<file path="config.mk">
export PLATFORM = sky130hd
export DESIGN_NAME = mips_mc_control
export DESIGN_NICKNAME = d
export VERILOG_FILES = /design/src/rtl/mips_mc_control.sv
export SDC_FILE = /design/constraint.sdc
export NUM_CORES = 1
export LEC_CHECK = 0
export ABC_AREA = 1
export CAP_MARGIN = 20
export CORE_MARGIN = 8
export CORE_UTILIZATION = 30
export DETAILED_ROUTE_END_ITERATION = 10
export PLACE_DENSITY = 0.58
export SYNTH_ARGS = -nofsm -noshare
export SYNTH_HDL_FRONTEND = slang
export SYNTH_SLANG_ARGS = --single-unit
</file>
<file path="constraint.sdc">
create_clock -name clk -period 1.54 [get_ports clk]
set_input_delay 0.154 -clock clk [delete_from_list [all_inputs] [get_ports clk]]
set_output_delay 0.154 -clock clk [all_outputs]
set_load 0.1 [all_outputs]
</file>
<file path="src/rtl/mips_mc_control.sv">
// Multi-cycle control unit for the non-pipelined MIPS core.
// Holds the fetched instruction and sequences FETCH/DECODE/EXEC/MEM/WB, trapping on unsupported opcodes.
module mips_mc_control #(
    parameter logic [1:0] PC_INC_SEL = 2'b00,
    parameter logic [1:0] BR_SEL     = 2'b01,
    parameter logic [1:0] JMP_SEL    = 2'b10
) (
    input  logic        clk,
    input  logic        rst_n,
    input  logic [31:0] instr,
    input  logic        mem_ready,
    input  logic        alu_zero,
    output logic [4:0]  ard1,
    output logic [4:0]  ard2,
    output logic [4:0]  awr,
    output logic        rf_wr_en,
    output logic        wb_sel,
    output logic [1:0]  alu_src_b,
    output logic [3:0]  alu_op,
    output logic        ir_we,
    output logic        pc_we,
    output logic [1:0]  pc_src,
    output logic        imem_rd,
    output logic        dmem_rd,
    output logic        dmem_wr,
    output logic [2:0]  state,
    output logic        illegal
);

    typedef enum logic [2:0] {
        FETCH  = 3'd0,
        DECODE = 3'd1,
        EXEC   = 3'd2,
        MEM    = 3'd3,
        WB     = 3'd4,
        TRAP   = 3'd5
    } state_t;

    localparam logic [5:0] OP_RTYPE = 6'h00;
    localparam logic [5:0] OP_ADDI  = 6'h08;
    localparam logic [5:0] OP_LW    = 6'h23;
    localparam logic [5:0] OP_SW    = 6'h2B;
    localparam logic [5:0] OP_BEQ   = 6'h04;
    localparam logic [5:0] OP_J     = 6'h02;

    localparam logic [3:0] ALU_AND = 4'b0000;
    localparam logic [3:0] ALU_OR  = 4'b0001;
    localparam logic [3:0] ALU_ADD = 4'b0010;
    localparam logic [3:0] ALU_SUB = 4'b0110;
    localparam logic [3:0] ALU_SLT = 4'b0111;

    state_t      cur_state;
    state_t      next_state;
    logic [31:0] ir;
    logic [5:0]  opcode;
    logic [5:0]  funct;
    logic        is_rtype;
    logic        is_addi;
    logic        is_lw;
    logic        is_sw;
    logic        is_beq;
    logic        is_j;
    logic        is_legal;
    logic [3:0]  rtype_op;
    logic        unused_shamt;

    assign opcode       = ir[31:26];
    assign funct        = ir[5:0];
    assign unused_shamt = ^ir[10:6];

    // An R-type opcode with an unlisted funct counts as illegal.
    always_comb begin
        is_rtype = 1'b0;
        rtype_op = ALU_ADD;
        if (opcode == OP_RTYPE) begin
            is_rtype = 1'b1;
            case (funct)
                6'h20:   rtype_op = ALU_ADD;
                6'h22:   rtype_op = ALU_SUB;
                6'h24:   rtype_op = ALU_AND;
                6'h25:   rtype_op = ALU_OR;
                6'h2A:   rtype_op = ALU_SLT;
                default: is_rtype = 1'b0;
            endcase
        end
    end

    assign is_addi  = (opcode == OP_ADDI);
    assign is_lw    = (opcode == OP_LW);
    assign is_sw    = (opcode == OP_SW);
    assign is_beq   = (opcode == OP_BEQ);
    assign is_j     = (opcode == OP_J);
    assign is_legal = is_rtype | is_addi | is_lw | is_sw | is_beq | is_j;

    always_ff @(posedge clk or negedge rst_n) begin
        if (!rst_n) begin
            cur_state <= FETCH;
            ir        <= '0;
        end else begin
            cur_state <= next_state;
            if (cur_state == FETCH && mem_ready) begin
                ir <= instr;
            end
        end
    end

    always_comb begin
        next_state = cur_state;
        ard1       = '0;
        ard2       = '0;
        awr        = '0;
        rf_wr_en   = 1'b0;
        wb_sel     = 1'b0;
        alu_src_b  = 2'b00;
        alu_op     = ALU_AND;
        ir_we      = 1'b0;
        pc_we      = 1'b0;
        pc_src     = PC_INC_SEL;
        imem_rd    = 1'b0;
        dmem_rd    = 1'b0;
        dmem_wr    = 1'b0;
        illegal    = 1'b0;
        state      = cur_state;

        case (cur_state)
            FETCH: begin
                imem_rd = 1'b1;
                if (mem_ready) begin
                    ir_we      = 1'b1;
                    pc_we      = 1'b1;
                    pc_src     = PC_INC_SEL;
                    next_state = DECODE;
                end
            end
            DECODE: begin
                if (is_j) begin
                    pc_we      = 1'b1;
                    pc_src     = JMP_SEL;
                    next_state = FETCH;
                end else if (!is_legal) begin
                    next_state = TRAP;
                end else begin
                    next_state = EXEC;
                end
            end
            EXEC: begin
                if (is_rtype) begin
                    alu_op     = rtype_op;
                    next_state = WB;
                end else if (is_addi || is_lw || is_sw) begin
                    alu_src_b  = 2'b01;
                    alu_op     = ALU_ADD;
                    next_state = is_addi ? WB : MEM;
                end else if (is_beq) begin
                    alu_op     = ALU_SUB;
                    pc_src     = BR_SEL;
                    pc_we      = alu_zero;
                    next_state = FETCH;
                end else begin
                    next_state = TRAP;
                end
            end
            MEM: begin
                if (is_lw) begin
                    dmem_rd = 1'b1;
                    if (mem_ready) next_state = WB;
                end else if (is_sw) begin
                    dmem_wr = 1'b1;
                    if (mem_ready) next_state = FETCH;
                end else begin
                    next_state = TRAP;
                end
            end
            WB: begin
                rf_wr_en   = 1'b1;
                wb_sel     = is_lw;
                alu_src_b  = is_rtype ? 2'b00 : 2'b01;
                alu_op     = is_rtype ? rtype_op : ALU_ADD;
                next_state = FETCH;
            end
            TRAP: begin
                illegal    = 1'b1;
                next_state = TRAP;
            end
            default: next_state = FETCH;
        endcase

        // Register addresses come straight from ir, which only changes in FETCH.
        if (cur_state inside {DECODE, EXEC, MEM, WB}) begin
            ard1 = ir[25:21];
            ard2 = ir[20:16];
            if (is_rtype)
                awr = ir[15:11];
            else if (is_addi || is_lw)
                awr = ir[20:16];
        end

        // Gating on rst_n makes an abandoned instruction lose its strobes at once.
        if (!rst_n) begin
            ard1      = '0;
            ard2      = '0;
            awr       = '0;
            rf_wr_en  = 1'b0;
            wb_sel    = 1'b0;
            alu_src_b = 2'b00;
            alu_op    = 4'b0000;
            ir_we     = 1'b0;
            pc_we     = 1'b0;
            pc_src    = 2'b00;
            imem_rd   = 1'b0;
            dmem_rd   = 1'b0;
            dmem_wr   = 1'b0;
            illegal   = 1'b0;
            state     = 3'd0;
        end
    end

endmodule

</file>
==> flow_summary.ini <==
[status]
status = complete, but fails checks
violations = setup timing

[global_routing]
gr-total-overflow = 0
track_usage_pct = 15.3
grt_max_degree = 23
antenna_found_initial = 0
grt_pass1_wl_mm = 10.6
grt_pass1_vias = 2293

[sta]
finalMaxSlewViolations = 0
max-slew-margin-rel_pct = 56.0
tns_ns = -10.13
finalCritPeriodShare_pct = 128
timing.final.ws_setup_ns = -0.432
finalHoldViolCount = 0
setup_viol_count_final = 30
fmax_mhz = 507
skew_ns = 0.00863
post-route-min-period_ns = 1.97
rsz0062_at_grt = yes
tightest_slew_ns = 0.658

[synth]
ys.warnings.count = 0
postSynthCellCount = 268
seq_area_frac_synth_pct = 42.6
syn-cell-area_sq_um = 1760
ys_seq_elements = 30
synth_cell_types = 21
post_synth.cell_area_avg_sq_um = 6.58

[setup_path]
cp-start-kind = flop
criticalPathCategory = flop to output pin
worstSetupEndpointType = output pin
critPathLaunch = cur_state[0]
critical_path_required_ns = 1.39
worstReg2RegStart = ir[27]
path_max_fanout = 5
cp.arrival_ns = 1.82

[clock_tree]
cts_max_level = 2
clk_pin_slew_ns = 0.07
ctsLongestPathBuffers = 2
clockRootBuffer = clkbuf_8
clk_latency_ns = 0.28
cts_tree = built
numCtsBuffers = 5
clock-sinks = 30

[power]
p_leak_uw = 0.00187
ir_worst_vdd_mv = 1.15
p_per_area_nw_per_um2 = 1900
p_sw_share_pct = 49.1
intPower_uw = 3810
switchingPower_uw = 3680
clock_power_share_pct = 10.4
combPwrFrac_pct = 68.8
p_total_uw = 7480
pwr-share-seq_pct = 20.8

[drt]
via_count = 2201
avgViaCountPerCell = 4.62
route.detailed.drc = 0
antenna_left = 0
drt_iter0_drc = 73
routed_wirelength_mm = 6.67
dr.pass1.iters = 4
wl_per_cell_microns = 14.0

[floorplanning]
num_rows = 28
start_util_pct = 30.3
ios = 70
coreArea_sq_um = 5820
die_w_microns = 92.7
die_h_microns = 92.7
die-area_sq_um = 8590

[layout]
n_antenna_cell = 0
final_nets = 436
num-fill-cells = 470
finalInstanceArea_sq_um = 3940
drive_gt1_share_pct = 50.6
area_growth_pct = 124

[placement]
dpl-instance-area_sq_um = 3380
dpl.hpwl_mm = 4.63
io_buffer_count = 62
place_congestion = 0.872

[worst_hold_path]
min_from = instr[30]
hold_path_class = input port to flop

[job]
drv_cap = 0
## cells in the final DEF (no fill, tap or decap), types with 2 or more instances in the layout
cell             netlist  layout
a21oi_2                0       2
a21oi_4                0       7
buf_12                 0      35
buf_4                  4      55
buf_6                  1       8
clkbuf_1               0       2
clkbuf_8               0       5
clkdlybuf4s50_1        0      29
clkinvlp_4             0      10
conb_1                 1       2
dfrtp_1               30      27
dfrtp_2                0       3
dlygate4sd3_1          0       2
inv_1                 32      10
inv_2                  2      10
inv_4                  0       3
nand2_1              116      95
nand2_2                0       6
nand2_4                0      15
nand3_1               16       8
nand3_2                1       7
nand3_4                0       2
nand4_1                5       5
nor2_1                26       6
nor2_2                 4       9
nor2_4                 1      16
nor3_4                 0       2
o21ai_0                8       7
## registers in the layout (all words and copies together), names as in the netlist
name       count
ir            27
cur_state      3
## cell usage after synthesis
| cell type | count | area (sq um) |
|---|---|---|
| a21oi_1 | 10 | 50.1 |
| nor3_1 | 2 | 10.0 |
| clkinv_1 | 2 | 7.51 |
| nand3_1 | 16 | 80.1 |
| inv_1 | 32 | 120 |
| nand2_1 | 116 | 435 |
| nor2_2 | 4 | 25.0 |
| nand4_1 | 5 | 31.3 |
| nor2_1 | 26 | 97.6 |
| conb_1 | 1 | 3.75 |
| a31oi_1 | 2 | 12.5 |
| nand3_2 | 1 | 10.0 |
| dfrtp_1 | 30 | 751 |
| buf_4 | 4 | 30.0 |
| nor4_1 | 1 | 6.26 |
| inv_2 | 2 | 7.51 |
| buf_2 | 3 | 15.0 |
| o21ai_0 | 8 | 40.0 |
| buf_6 | 1 | 11.3 |
| nor2_4 | 1 | 11.3 |
| a21boi_0 | 1 | 7.51 |
## through the flow
step                setup WS [ns]  util, %  hold slack [ns]  cells
floorplan                  -0.311        -           -0.142    269
global placement           -0.130     58.1            0.131    439
detailed placement         -0.186     58.1            0.131    439
CTS                        -0.419     64.7            0.398    466
global route               -0.555     67.8            0.423    476
finish                     -0.432     67.8            0.404    476
## final cells by class
| class | instances | area [sq um] | share of cell area [%] |
|---|---|---|---|
| repair buffers | 131 | 1530 | 38.9 |
| clock buffers | 7 | 76.3 | 1.94 |
| well taps | 75 | 93.8 | 2.38 |
| flip-flops and latches | 30 | 754 | 19.1 |
| multi-input cells | 195 | 1260 | 31.9 |
| clock inverters | 1 | 30.0 | 0.761 |
| inverters | 36 | 190 | 4.82 |
| repair inverters | 1 | 5.00 | 0.127 |
## power by group through the flow
stage	registers [uW]	logic [uW]	clock network, uW
after floorplan	1460	2610	0
after global placement	1470	4160	0
after detailed placement	1490	4210	0
after CTS	1520	4740	801
after global routing	1600	5490	837
final	1560	5150	781
## kinds of logic (layout without fill, tap and decap cells)
| kind of cell | after synthesis | after routing | share of synthesized area (%) |
|---|---|---|---|
| flops | 30 | 30 | 42.6 |
| other cells | 1 | 2 | 0.213 |
| compound gates | 21 | 21 | 6.25 |
| simple gates | 172 | 172 | 40.1 |
| buf+inv | 44 | 176 | 10.9 |
## routing by layer
metal | global-route usage [%] | share of wire (%)
met5 | 0 | 0
met3 | 2.99 | 4.8
met2 | 27.9 | 54
met4 | 7.11 | 2.0
met1 | 16.6 | 40
## worst max-delay path: stages (launching register included)
cell and delay (ns):
dfrtp_1 0.42, nor2_2 0.12, inv_2 0.07, nor2_4 0.11, inv_2 0.04, nand2_2 0.06
a21oi_2 0.04, nor2_2 0.13, buf_6 0.14, inv_4 0.07, a21oi_4 0.14, buf_12 0.19
## path summary, 6_finish.rpt
check / end / slack [ns] / cells after the start
setup / recovery: awr[1] / -0.43 / 11
hold / removal: ir[30] / 0.40 / 3
setup reg to reg: cur_state[2] / -0.12 / 10
hold reg to reg: ir[15] / 0.48 / 2
max in group asynchronous: ir[28] / 0.46 / 3
min in group asynchronous: ir[4] / 0.59 / 4
## what timing repair did
action	CTS	global route
pin swaps	9	17
gates resized for setup	46	31
hold buffers	2	0
hold endpoints to repair	13	0
setup buffers	16	15
cloned	1	0
endpoints found under the setup margin	30	59
(Power assumes the default switching activity.)
